$ cat src/rtl/slot_pkg.sv
// Shared definitions for SlotArr users: slot status codes, sequencer states
// and default field widths.
package slot_pkg;

  localparam int unsigned INDEX_WIDTH_DEF    = 3;
  localparam int unsigned SRC_ADDR_WIDTH_DEF = 32;
  localparam int unsigned SRC_SIZE_WIDTH_DEF = 26;
  localparam int unsigned DST_ADDR_WIDTH_DEF = 32;
  localparam int unsigned DST_SIZE_WIDTH_DEF = 26;
  localparam int unsigned STATUS_WIDTH_DEF   = 2;
  localparam int unsigned PROFILE_WIDTH_DEF  = 32;

  typedef enum logic [1:0] {
    SLOT_EMPTY = 2'd0,
    SLOT_READY = 2'd1,
    SLOT_DONE  = 2'd2,
    SLOT_ERROR = 2'd3
  } slot_status_e;

  typedef enum logic [2:0] {
    S_IDLE,
    S_FETCH,
    S_ISSUE,
    S_WAIT,
    S_WB,
    S_NEXT,
    S_FIN
  } seq_state_e;

endpackage

$ cat src/rtl/slot_sequencer.sv
// Walks a slot range in SlotArr, issues one DMA command per READY slot and
// writes back completion status plus a cycle-count profile.
module slot_sequencer
  import slot_pkg::*;
#(
  parameter int unsigned INDEX_WIDTH    = INDEX_WIDTH_DEF,
  parameter int unsigned SRC_ADDR_WIDTH = SRC_ADDR_WIDTH_DEF,
  parameter int unsigned SRC_SIZE_WIDTH = SRC_SIZE_WIDTH_DEF,
  parameter int unsigned DST_ADDR_WIDTH = DST_ADDR_WIDTH_DEF,
  parameter int unsigned DST_SIZE_WIDTH = DST_SIZE_WIDTH_DEF,
  parameter int unsigned STATUS_WIDTH   = STATUS_WIDTH_DEF,
  parameter int unsigned PROFILE_WIDTH  = PROFILE_WIDTH_DEF
) (
  input  logic                      clk,
  input  logic                      reset,
  input  logic                      start,
  input  logic [INDEX_WIDTH-1:0]    first_idx,
  input  logic [INDEX_WIDTH-1:0]    last_idx,
  input  logic                      abort,
  output logic                      busy,
  output logic                      seq_done,
  output logic                      seq_err,
  output logic [INDEX_WIDTH-1:0]    rd_index,
  input  logic [SRC_ADDR_WIDTH-1:0] rd_src_addr,
  input  logic [SRC_SIZE_WIDTH-1:0] rd_src_size,
  input  logic [DST_ADDR_WIDTH-1:0] rd_des_addr,
  input  logic [DST_SIZE_WIDTH-1:0] rd_des_size,
  input  logic [STATUS_WIDTH-1:0]   rd_status,
  output logic [INDEX_WIDTH-1:0]    wr_index,
  output logic [STATUS_WIDTH-1:0]   wr_status,
  output logic                      set_status,
  output logic [PROFILE_WIDTH-1:0]  wr_profile,
  output logic                      set_profile,
  output logic                      cmd_valid,
  input  logic                      cmd_ready,
  output logic [SRC_ADDR_WIDTH-1:0] cmd_src_addr,
  output logic [SRC_SIZE_WIDTH-1:0] cmd_src_size,
  output logic [DST_ADDR_WIDTH-1:0] cmd_des_addr,
  output logic [DST_SIZE_WIDTH-1:0] cmd_des_size,
  input  logic                      dma_done,
  input  logic                      dma_err
);

  seq_state_e                state_q;
  logic [INDEX_WIDTH-1:0]    cur_q, last_q, cur_d;
  logic                      abort_pend_q;
  logic                      failed_q;
  logic [PROFILE_WIDTH-1:0]  prof_q, prof_d;

  logic                      seq_done_q, seq_err_q;
  logic [INDEX_WIDTH-1:0]    rd_index_q, wr_index_q;
  logic [STATUS_WIDTH-1:0]   wr_status_q;
  logic                      set_status_q, set_profile_q;
  logic [PROFILE_WIDTH-1:0]  wr_profile_q;
  logic                      cmd_valid_q;
  logic [SRC_ADDR_WIDTH-1:0] cmd_src_addr_q;
  logic [SRC_SIZE_WIDTH-1:0] cmd_src_size_q;
  logic [DST_ADDR_WIDTH-1:0] cmd_des_addr_q;
  logic [DST_SIZE_WIDTH-1:0] cmd_des_size_q;

  // Index wraps naturally modulo 2**INDEX_WIDTH; profile counter saturates.
  always_comb begin
    cur_d  = cur_q + INDEX_WIDTH'(1);
    prof_d = (&prof_q) ? prof_q : prof_q + PROFILE_WIDTH'(1);
  end

  always_ff @(posedge clk or posedge reset) begin
    if (reset) begin
      state_q        <= S_IDLE;
      cur_q          <= '0;
      last_q         <= '0;
      abort_pend_q   <= 1'b0;
      failed_q       <= 1'b0;
      prof_q         <= '0;
      seq_done_q     <= 1'b0;
      seq_err_q      <= 1'b0;
      rd_index_q     <= '0;
      wr_index_q     <= '0;
      wr_status_q    <= '0;
      set_status_q   <= 1'b0;
      wr_profile_q   <= '0;
      set_profile_q  <= 1'b0;
      cmd_valid_q    <= 1'b0;
      cmd_src_addr_q <= '0;
      cmd_src_size_q <= '0;
      cmd_des_addr_q <= '0;
      cmd_des_size_q <= '0;
    end else begin
      seq_done_q    <= 1'b0;
      set_status_q  <= 1'b0;
      set_profile_q <= 1'b0;
      if (state_q != S_IDLE && abort) abort_pend_q <= 1'b1;

      unique case (state_q)
        S_IDLE: begin
          abort_pend_q <= 1'b0;
          if (start) begin
            cur_q      <= first_idx;
            last_q     <= last_idx;
            rd_index_q <= first_idx;
            seq_err_q  <= 1'b0;
            state_q    <= S_FETCH;
          end
        end
        S_FETCH: begin
          if (rd_status == STATUS_WIDTH'(SLOT_READY)) begin
            cmd_src_addr_q <= rd_src_addr;
            cmd_src_size_q <= rd_src_size;
            cmd_des_addr_q <= rd_des_addr;
            cmd_des_size_q <= rd_des_size;
            cmd_valid_q    <= 1'b1;
            state_q        <= S_ISSUE;
          end else begin
            state_q <= S_NEXT;
          end
        end
        S_ISSUE: begin
          if (cmd_ready) begin
            cmd_valid_q <= 1'b0;
            prof_q      <= '0;
            state_q     <= S_WAIT;
          end
        end
        S_WAIT: begin
          prof_q <= prof_d;
          // The completing cycle is counted too, so the written profile is prof_d.
          if (dma_err || dma_done) begin
            wr_index_q    <= cur_q;
            wr_status_q   <= dma_err ? STATUS_WIDTH'(SLOT_ERROR) : STATUS_WIDTH'(SLOT_DONE);
            wr_profile_q  <= prof_d;
            set_status_q  <= 1'b1;
            set_profile_q <= 1'b1;
            failed_q      <= dma_err;
            state_q       <= S_WB;
          end
        end
        S_WB: begin
          if (failed_q) begin
            seq_err_q  <= 1'b1;
            seq_done_q <= 1'b1;
            state_q    <= S_FIN;
          end else begin
            state_q <= S_NEXT;
          end
        end
        S_NEXT: begin
          if (cur_q == last_q || abort_pend_q) begin
            seq_done_q <= 1'b1;
            state_q    <= S_FIN;
          end else begin
            cur_q      <= cur_d;
            rd_index_q <= cur_d;
            state_q    <= S_FETCH;
          end
        end
        S_FIN: begin
          state_q <= S_IDLE;
        end
        default: state_q <= S_IDLE;
      endcase
    end
  end

  assign busy         = (state_q != S_IDLE);
  assign seq_done     = seq_done_q;
  assign seq_err      = seq_err_q;
  assign rd_index     = rd_index_q;
  assign wr_index     = wr_index_q;
  assign wr_status    = wr_status_q;
  assign set_status   = set_status_q;
  assign wr_profile   = wr_profile_q;
  assign set_profile  = set_profile_q;
  assign cmd_valid    = cmd_valid_q;
  assign cmd_src_addr = cmd_src_addr_q;
  assign cmd_src_size = cmd_src_size_q;
  assign cmd_des_addr = cmd_des_addr_q;
  assign cmd_des_size = cmd_des_size_q;

endmodule

$ cat config.mk
export PLATFORM = sky130hd
export DESIGN_NAME = slot_sequencer
export DESIGN_NICKNAME = d
export VERILOG_FILES = /design/src/rtl/slot_pkg.sv /design/src/rtl/slot_sequencer.sv
export SDC_FILE = /design/constraint.sdc
export NUM_CORES = 1
export LEC_CHECK = 0
export ABC_AREA = 1
export CORE_MARGIN = 2
export CORE_UTILIZATION = 50
export DETAILED_ROUTE_END_ITERATION = 6
export PLACE_DENSITY = 0.86
export RECOVER_POWER = 50
export SYNTH_ARGS = -nofsm -noshare
export SYNTH_HDL_FRONTEND = slang
export SYNTH_SLANG_ARGS = --single-unit
export TNS_END_PERCENT = 10
$ cat constraint.sdc
create_clock -name clk -period 10.36 [get_ports clk]
set_clock_uncertainty 0.2 [all_clocks]
set_input_delay 2.072 -clock clk [delete_from_list [all_inputs] [get_ports clk]]
set_output_delay 2.072 -clock clk [all_outputs]
set_load 0.01 [all_outputs]
==> metrics.txt, run 1 <==
# rows=48; post-synthesis sequential area ratio=between 50 and 60%; DRC Markers=0; GRT Resource Usage Total=between 20% and 30%; Max VDD drop=~0.17 mV; WHS=0.268 ns; Die Wd=roughly 140 um; initial core utilization=~50%; YS warnings=0; gp weighted congestion=around 0.94; Max-Cap Viols=1; Filler cells=around 1300; Num CTS Buffers=17; slew of the pin with the lowest slew margin=between 2 and 3 ns; Clock Latency Late Sink=0.43 ns; CP endpoint kind=flop; Area after DPL=11800 um2; Setup Total Neg Slack=0 ns; Worst Reg-to-Reg Cells=5; synthesized area per cell=between 7 and 8 um2; total routed wirelength=~27 mm; Setup CP Type=in -> reg; R2R Path End=wr_status[0]; cells after synthesis=between 1000 and 1500; largest net degree at the start of global routing=122; status=complete, but fails checks; final instance area=around 12000 um2; DRT Pass-1 Iters=4; Hold-fix buffers, CTS=0; Yosys reg bits=about 200; CTS H-tree lvls=4; WL/cell=around 16 um; vias in the first global route=between 8000 and 9000; failing checks=capacitance limit, slew limit; worst-path maximum fanout=38; HP Class=reg -> reg; first-pass GRT wire length=roughly 42 mm; Clock Tree Buf Depth=2; max_slew headroom=-97.8%; Hold Path Depth=2; Hold EP=cmd_des_size[14]; net count reported at finish=roughly 1500; Clock Pin Slew Worst Setup and Hold Paths=0.07 ns; Post-Syn Area=between 8000 and 9000 um2; period utilisation layout=roughly 60%; R2R Setup Slk=slightly above 5 ns; commonest non-fill, non-tap cell in the layout=nand2_1; final setup violating endpoints=0; fmax=162 MHz; Startpoint Class=primary input; final-report max-slew violation count=38; CTS tree=yes; RSZ-0062 raised after global routing=no; Synth-to-Final Area Change=40.7%; syn nets=about 1300; DRC marker count from the first detailed-route iteration=around 520; CTS resizes=0; GRT Residual Overflow=0; setup bufs post-CTS=0; io pins=approximately 300; fraction of layout cells with a size suffix above 1=under 10%; Final ANT Viol Nets=0; synth unique cells=28; post-DP HPWL=approximately 19 mm; CTS root buf=clkbuf_16; die area=18600 um2; Core Area=around 17000 um2; Hold Path Origin=cmd_des_size[14]; Pleak=roughly 6.3 nW; commonest cells after routing, fill and taps aside=664 x nand2_1, 199 x dfrtp_1, 166 x clkdlybuf4s50_1; Vias=approximately 8200; power density cells=between 200 and 300 nW/um2; r2r startpoint=state_q[2]; I/O Buffers=292; CP required=10.49 ns; initial antenna violation count=3; minimum clock period=approximately 6.2 ns; Die Y=137 um; clk sink count=199; WP data arrival=6.31 ns; DR vias/cell=4.98; Hold Vio Cnt, Final=0
[critical path: stages]
cell,delay (ns)
dlygate4sd3_1,0.52
inv_1,0.06
a21oi_1,2.20
inv_2,1.00
o21ai_0,0.42
[area by class of cell]
class	count	area [um2]	area share (%)
Antenna cell	3	7.51	0.0607
Sequential cell	199	4980	40.3
Clock buffer	18	439	3.55
Tap cell	225	282	2.28
Multi-Input combinational cell	835	3340	27.0
Clock inverter	13	138	1.11
Inverter	58	226	1.83
Timing Repair Buffer	296	2950	23.9
[power breakdown]
| part | switching [mW] | internal, mW |
|---|---|---|
| combinational | 0.716 | 0.647 |
| sequential | 0.255 | 1.13 |
| clock | 0.309 | 0.345 |
[cell families after synthesis]
logic type / count (synthesis) / share of synthesized area, %
compound gates: 32 / 2.02
xor+xnor: 5 / 0.499
fa+ha+maj: 2 / 0.285
simple gates: 796 / 35.4
flops: 199 / 56.7
buf+inv: 101 / 5.13
[stage by stage]
| step | cells | util, % | setup slack, ns | total power [mW] |
|---|---|---|---|---|
| 3_5_place_dp | 1613 | 68.5 | 5.76 | 2.84 |
| 2_1_floorplan | 1135 | - | 2.66 | 2.01 |
| 4_1_cts | 1644 | 71.8 | 6.20 | 3.51 |
| 6_report | 1647 | 71.7 | 4.17 | 3.40 |
| 5_1_grt | 1646 | 71.7 | 3.85 | 3.63 |
| 3_3_place_gp | 1613 | 68.5 | 5.86 | 2.78 |
[synth_stat cells]
master    count  share of area (%)
nand2_2       1              0.071
clkbuf_1     19               0.81
buf_6         5               0.64
o21ai_2       1               0.10
ha_1          2               0.28
nor3_1        3               0.17
nand2_1     664                 28
buf_4         5               0.43
and2_1        1              0.071
buf_2        12               0.68
nand4_1       1              0.071
inv_1        53                2.3
xor2_1        1               0.10
o21ai_0      24                1.4
inv_2         5               0.21
a21boi_0      1              0.086
or2_2         1              0.071
nor2_1       64                2.7
a21oi_4       1               0.19
and3_1        1              0.071
xnor2_1       4               0.40
o21ai_1       5               0.28
nand3_1      54                3.1
nor2_2        2               0.14
nor2_4        3               0.38
dfrtp_1     199                 57
nand2_4       1               0.13
buf_1         2              0.086
[per-layer routing]
layer / global-route usage [%] / up-vias / routed length (um)
met5: 0 / - / 0
met4: 11.9 / 0 / 863
met3: 9.96 / 54 / 2010
met2: 51.9 / 252 / 14000
met1: 32.1 / 3899 / 9740
li1: - / 3993 / -
[sequential cells by signal, summed over array words and instances (netlist names), 2 cells and up]
signal        cells
state_q           3
cmd_des_addr     32
wr_status         2
cmd_src_addr     32
wr_profile       32
wr_index          3
last_q            3
cmd_des_size     26
rd_index          3
prof_q           32
cmd_src_size     26
[how the worst max path moves through the flow]
stage	end	slack (ns)	cells after the start	start
global placement	wr_status[0]	5.86	6	dma_err
finish	wr_status[0]	4.17	5	dma_err
detailed placement	wr_index[2]	5.76	6	dma_err
floorplan	abort_pend_q	2.66	1	reset
CTS	wr_index[2]	6.20	6	dma_err
global route	wr_status[0]	3.85	5	dma_err
Note: power is estimated with default switching activity, not from simulation.
==> run 2, diff against run 1 <==
--- a/config.mk
+++ b/config.mk
@@ -7,9 +7,9 @@
 export LEC_CHECK = 0
 export ABC_AREA = 1
 export CORE_MARGIN = 2
-export CORE_UTILIZATION = 50
+export CORE_UTILIZATION = 46
 export DETAILED_ROUTE_END_ITERATION = 6
-export PLACE_DENSITY = 0.86
+export PLACE_DENSITY = 0.8
 export RECOVER_POWER = 50
 export SYNTH_ARGS = -nofsm -noshare
 export SYNTH_HDL_FRONTEND = slang
==> constraint.sdc (replaced) <==
create_clock -name clk -period 6.09 [get_ports clk]
set_clock_uncertainty 0.2 [all_clocks]
set_input_delay 1.218 -clock clk [delete_from_list [all_inputs] [get_ports clk]]
set_output_delay 1.218 -clock clk [all_outputs]
set_load 0.01 [all_outputs]
==> metrics.txt, run 2 (same netlist as run 1, synthesis figures left out) <==
Hold EP=cmd_des_addr[15] (was cmd_des_size[14]); Clock Latency Late Sink=0.44 ns (was 0.43 ns); CP endpoint kind=flop (unchanged); first-pass GRT wire length=42.3 mm (was 41.7 mm); Top Family by Delay on Critical Path=simple AND/OR/NAND/NOR gates (was compound AO/OA/AOI/OAI gates); status=complete, but fails checks (unchanged); CP Cell Sequence=nor2_1, nor2_2, inv_1, o21ai_0 (was dlygate4sd3_1, inv_1, a21oi_1, inv_2, o21ai_0); non-filler instance count after layout=1657 (was 1647); Pleak=6.28 nW (was 6.27 nW); final-report max-slew violation count=107 (was 38); fin util=66.3% (was 71.7%); net count reported at finish=1541 (was 1540); period utilisation layout=about two thirds; DRC Markers=0 (unchanged); CTS tree=yes (unchanged); commonest non-fill, non-tap cell in the layout=nand2_1 (unchanged); RSZ-0062 raised after global routing=no (unchanged); WHS=0.266 ns (was 0.268 ns); Max VDD drop=0.253 mV (was 0.174 mV); I/O Buffers=292 (unchanged); GRT Resource Usage Total=27.0% (was 29.3%); R2R Setup Slk=2.10 ns (was 5.10 ns); DRC marker count from the first detailed-route iteration=504 (was 521); Hold Vio Cnt, Final=0 (unchanged); Final ANT Viol Nets=0 (unchanged); slew of the pin with the lowest slew margin=2.47 ns (was 2.97 ns); CTS H-tree lvls=4 (unchanged); Hold Path Depth=2 (unchanged); failing checks=capacitance limit, slew limit (unchanged); WL/cell=15.8 um (was 16.2 um); Clock Pin Slew Worst Setup and Hold Paths=0.07 ns (about the same); max_slew headroom=-65.0% (was -97.8%); Synth-to-Final Area Change=41.3% (was 40.7%); Worst path slowest cell=nor2_1 (was a21oi_1); # rows=50 (was 48); setup bufs post-CTS=0 (unchanged); fmax=~250 MHz; DR vias/cell=4.86 (was 4.98); R2R Path End=prof_q[14] (was wr_status[0]); Setup Total Neg Slack=0 ns (unchanged); power density cells=466 nW/um2 (was 275 nW/um2); WP depth=4 (was 5); Startpoint Class=flop (was primary input); post-DP HPWL=19.2 mm (was 19.5 mm); Filler cells=1555 (was 1341); Clock Tree Buf Depth=2 (unchanged); CTS root buf=clkbuf_16 (unchanged); Num CTS Buffers=17 (unchanged); Post-Place Cells=1623 (was 1613); Area after DPL=11800 um2 (about the same); CP required=6.19 ns (was 10.49 ns); Hold-fix buffers, CTS=0 (unchanged); max incr delay on CP=1.84 ns (was 2.20 ns); initial antenna violation count=2 (was 3); Die Y=142 um (was 137 um); minimum clock period=approximately 4 ns; Setup CP Type=reg -> reg (was in -> reg); vias in the first global route=8208 (was 8186); gp weighted congestion=0.924 (was 0.941); uppermost routed layer=met5 (was met4); worst-path maximum fanout=35 (was 38); met3 WL post-DR=2.26 mm (was 2.01 mm); final instance area=12400 um2 (about the same); Worst Reg-to-Reg Cells=4 (was 5); final setup violating endpoints=0 (unchanged); GRT Residual Overflow=0 (unchanged); Vias=8051 (was 8198); wire length on met2=13.3 mm (was 14.0 mm); die area=20200 um2 (was 18600 um2); Max-Cap Viols=2 (was 1); metal1 wirelength=9.73 mm (was 9.74 mm); HP Class=reg -> reg (unchanged); WP data arrival=4.09 ns (was 6.31 ns); initial core utilization=47.0% (was 51.0%); Hold Path Origin=cmd_des_addr[15] (was cmd_des_size[14]); clk sink count=199 (unchanged); CTS resizes=0 (unchanged); r2r startpoint=state_q[2] (unchanged); DRT Pass-1 Iters=5 (was 4); largest net degree at the start of global routing=118 (was 122); total routed wirelength=26.1 mm (was 26.7 mm); fraction of layout cells with a size suffix above 1=3.59% (was 3.31%); commonest cells after routing, fill and taps aside=664 x nand2_1, 199 x dfrtp_1, 169 x clkdlybuf4s50_1 (was 664 x nand2_1, 199 x dfrtp_1, 166 x clkdlybuf4s50_1); Core Area=18700 um2 (was 17200 um2); io pins=293 (unchanged); Die Wd=142 um (was 137 um); WP buf/inv=1 (was 3)
[run 2: where the power goes]
group	internal (mW)	total [mW]	switching, mW
clock network	0.586	1.14	0.551
registers	1.92	2.33	0.415
logic	1.11	2.31	1.21
total	3.61	5.78	2.17
[run 2: cell type report]
| class | instances | area, um2 | share of cell area (%) |
|---|---|---|---|
| antenna | 2 | 5.00 | 0.0403 |
| clock buffer | 18 | 429 | 3.46 |
| clock inverter | 14 | 163 | 1.31 |
| inverter | 58 | 220 | 1.77 |
| multi-input combinational | 835 | 3350 | 27.0 |
| sequential | 199 | 4980 | 40.1 |
| tap | 234 | 293 | 2.36 |
| timing repair buffer | 297 | 2970 | 23.9 |
[run 2: how the worst max path moves through the flow]
stage / startpoint / end / slack (ns)
after floorplan: reset / abort_pend_q / 2.10
after global placement: rd_status[0] / cmd_des_addr[0] / 2.27
after detailed placement: rd_status[0] / cmd_src_size[21] / 2.24
after CTS: rd_status[0] / cmd_src_size[21] / 2.72
after global routing: state_q[2] / prof_q[14] / 1.66
final: state_q[2] / prof_q[14] / 2.10
[run 2: worst register-to-register path: cells and delay by family, from the launching register on]
family	cells	cell delay [ns]
compound gates	1	0.15
buf+inv	1	0.59
flops	1	0.45
simple gates	2	2.47
[run 2: metal layers]
metal / up-vias / track usage [%]
met2: 220 / 46.5
met5: - / 0
met1: 3785 / 29.9
li1: 3996 / -
met4: 2 / 10.7
met3: 48 / 11.0
[run 2: stage by stage]
step	power, mW	worst slack (ns)
6_report	5.78	2.10
5_1_grt	6.21	1.66
4_1_cts	5.98	2.72
3_5_place_dp	4.81	2.24
3_3_place_gp	4.75	2.27
2_1_floorplan	3.42	2.10
==> run 3, diff against run 2 <==
--- a/config.mk
+++ b/config.mk
@@ -7,9 +7,9 @@
 export LEC_CHECK = 0
 export ABC_AREA = 1
 export CORE_MARGIN = 2
-export CORE_UTILIZATION = 46
+export CORE_UTILIZATION = 42
 export DETAILED_ROUTE_END_ITERATION = 6
-export PLACE_DENSITY = 0.8
+export PLACE_DENSITY = 0.77
 export RECOVER_POWER = 50
 export SYNTH_ARGS = -nofsm -noshare
 export SYNTH_HDL_FRONTEND = slang
==> constraint.sdc (replaced) <==
create_clock -name clk -period 3.6 [get_ports clk]
set_clock_uncertainty 0.2 [all_clocks]
set_input_delay 0.72 -clock clk [delete_from_list [all_inputs] [get_ports clk]]
set_output_delay 0.72 -clock clk [all_outputs]
set_load 0.01 [all_outputs]
==> metrics.txt, run 3 (same netlist as run 1, synthesis figures left out) <==
R2R Setup Slk=0.59 ns (was 2.10 ns); worst-path maximum fanout=31 (was 35); io pins=293 (unchanged); WP data arrival=3.18 ns (was 4.09 ns); Hold Path Origin=cmd_des_size[3] (was cmd_des_addr[15]); Max-Cap Viols=2 (unchanged); I/O Buffers=292 (unchanged); period utilisation layout=83.7% (was 65.5%); commonest non-fill, non-tap cell in the layout=nand2_1 (unchanged); R2R Path End=wr_profile[13] (was prof_q[14]); Die Y=149 um (was 142 um); Startpoint Class=flop (unchanged); die area=22100 um2 (was 20200 um2); Synth-to-Final Area Change=42.0% (was 41.3%); initial core utilization=43.1% (was 47.0%); Worst Reg-to-Reg Cells=9 (was 4); final instance area=12500 um2 (was 12400 um2); fraction of layout cells with a size suffix above 1=3.59% (unchanged); Hold-fix buffers, CTS=0 (unchanged); Setup Total Neg Slack=0 ns (unchanged); Pleak=6.21 nW (was 6.28 nW); CTS resizes=0 (unchanged); CP endpoint kind=flop (unchanged); first-pass GRT wire length=42.2 mm (was 42.3 mm); Setup CP Type=reg -> reg (unchanged); Final ANT Viol Nets=0 (unchanged); max_slew headroom=-17.2% (was -65.0%); Hold Vio Cnt, Final=0 (unchanged); dpl ws=0.730 ns (was 2.24 ns); CTS tree=yes (unchanged); largest net degree at the start of global routing=128 (was 118); Num CTS Buffers=17 (unchanged); gp weighted congestion=0.882 (was 0.924); DRC Markers=0 (unchanged); commonest cells after routing, fill and taps aside=664 x nand2_1, 223 x clkdlybuf4s50_1, 199 x dfrtp_1 (was 664 x nand2_1, 199 x dfrtp_1, 169 x clkdlybuf4s50_1); CP required=3.77 ns (was 6.19 ns); Clock Pin Slew Worst Setup and Hold Paths=0.07 ns (about the same); CTS H-tree lvls=4 (unchanged); WL/cell=15.7 um (was 15.8 um); Hold Path Depth=2 (unchanged); GRT Resource Usage Total=24.7% (was 27.0%); Die Wd=149 um (was 142 um); Core Area=20400 um2 (was 18700 um2); minimum clock period=3.01 ns (was 3.99 ns); final setup violating endpoints=0 (unchanged); # rows=52 (was 50); Clock Tree Buf Depth=2 (unchanged); DRC marker count from the first detailed-route iteration=498 (was 504); setup bufs post-CTS=0 (unchanged); CTS root buf=clkbuf_16 (unchanged); net count reported at finish=1542 (was 1541); Max VDD drop=0.413 mV (was 0.253 mV); fmax=332 MHz (was 251 MHz); r2r startpoint=prof_q[0] (was state_q[2]); Vias=7979 (was 8051); slew of the pin with the lowest slew margin=1.76 ns (was 2.47 ns); Total Power=9.98 mW (was 5.78 mW); vias in the first global route=8037 (was 8208); total routed wirelength=26.7 mm (was 26.1 mm); post-DP HPWL=19.5 mm (was 19.2 mm); DRT Pass-1 Iters=5 (unchanged); status=complete, but fails checks (unchanged); clk sink count=199 (unchanged); HP Class=reg -> reg (unchanged); DR vias/cell=4.71 (was 4.86); GRT Residual Overflow=0 (unchanged); initial antenna violation count=6 (was 2); Area after DPL=11900 um2 (was 11800 um2); Filler cells=1761 (was 1555); Hold EP=cmd_des_size[3] (was cmd_des_addr[15]); RSZ-0062 raised after global routing=no (unchanged); final-report max-slew violation count=201 (was 107); failing checks=capacitance limit, slew limit (unchanged); PnR worst setup slack=0.587 ns (was 2.10 ns); Clock Latency Late Sink=0.43 ns (was 0.44 ns); power density cells=801 nW/um2 (was 466 nW/um2)
[run 3: cell types whose count changed in the layout (fill, tap and decap cells not counted)]
| cell | before | now |
|---|---|---|
| bufinv_16 | 1 | 3 |
| dlygate4sd3_1 | 123 | 69 |
| diode_2 | 2 | 4 |
| clkinv_8 | 2 | 0 |
| clkinv_4 | 1 | 2 |
| clkbuf_8 | 0 | 1 |
| clkbuf_4 | 0 | 2 |
| buf_12 | 1 | 0 |
| inv_8 | 4 | 1 |
| clkdlybuf4s50_1 | 169 | 223 |
[run 3: how the worst max path moves through the flow]
stage	start	cells after the start	end
after global placement	cmd_ready	6	prof_q[0]
final	prof_q[0]	9	wr_profile[13]
after global routing	prof_q[0]	10	prof_q[0]
after floorplan	reset	1	abort_pend_q
after detailed placement	cmd_ready	6	prof_q[10]
after CTS	state_q[0]	5	busy
[run 3: metrics by stage]
step           utilization (%)  instances  hold WS (ns)
3_3_place_gp              58.5       1660         0.252
5_1_grt                   61.2       1695         0.287
6_report                  61.2       1695         0.266
4_1_cts                   61.4       1691         0.274
3_5_place_dp              58.5       1660         0.257
2_1_floorplan                -       1135         0.262
[run 3: routing by layer]
metal	global-route usage [%]	vias up	wire [um]
met3	10.5	38	2290
met1	28.1	3724	10400
li1	-	3995	-
met4	8.38	2	578
met2	42.2	220	13500
met5	0	-	15
[run 3: power breakdown]
group / total [mW] / switching [mW] / internal (mW) / leakage [nW]
sequential: 3.96 / 0.717 / 3.25 / 2.55
clock: 2.00 / 0.875 / 1.12 / 0.292
combinational: 4.02 / 2.05 / 1.97 / 3.36
total: 9.98 / 3.64 / 6.34 / 6.21
[run 3: area by class of cell]
cell class | count | area, um2 | share of cell area (%)
sequential | 199 | 4980 | 39.9
multi-input combinational | 835 | 3350 | 26.9
timing repair buffer | 298 | 2970 | 23.8
clock buffer | 19 | 443 | 3.55
tap | 270 | 338 | 2.71
inverter | 58 | 220 | 1.77
clock inverter | 12 | 165 | 1.32
antenna | 4 | 10.0 | 0.0803
[run 3: critical path: stages (launching register included)]
cell and delay, ns:
dfrtp_1 0.47, ha_1 0.39, inv_2 0.08, nor2_1 0.54
nand2_4 0.14, nor2_4 0.23, nand2_2 0.42, nand3_1 0.31
nand2_1 0.09, nand2_1 0.07
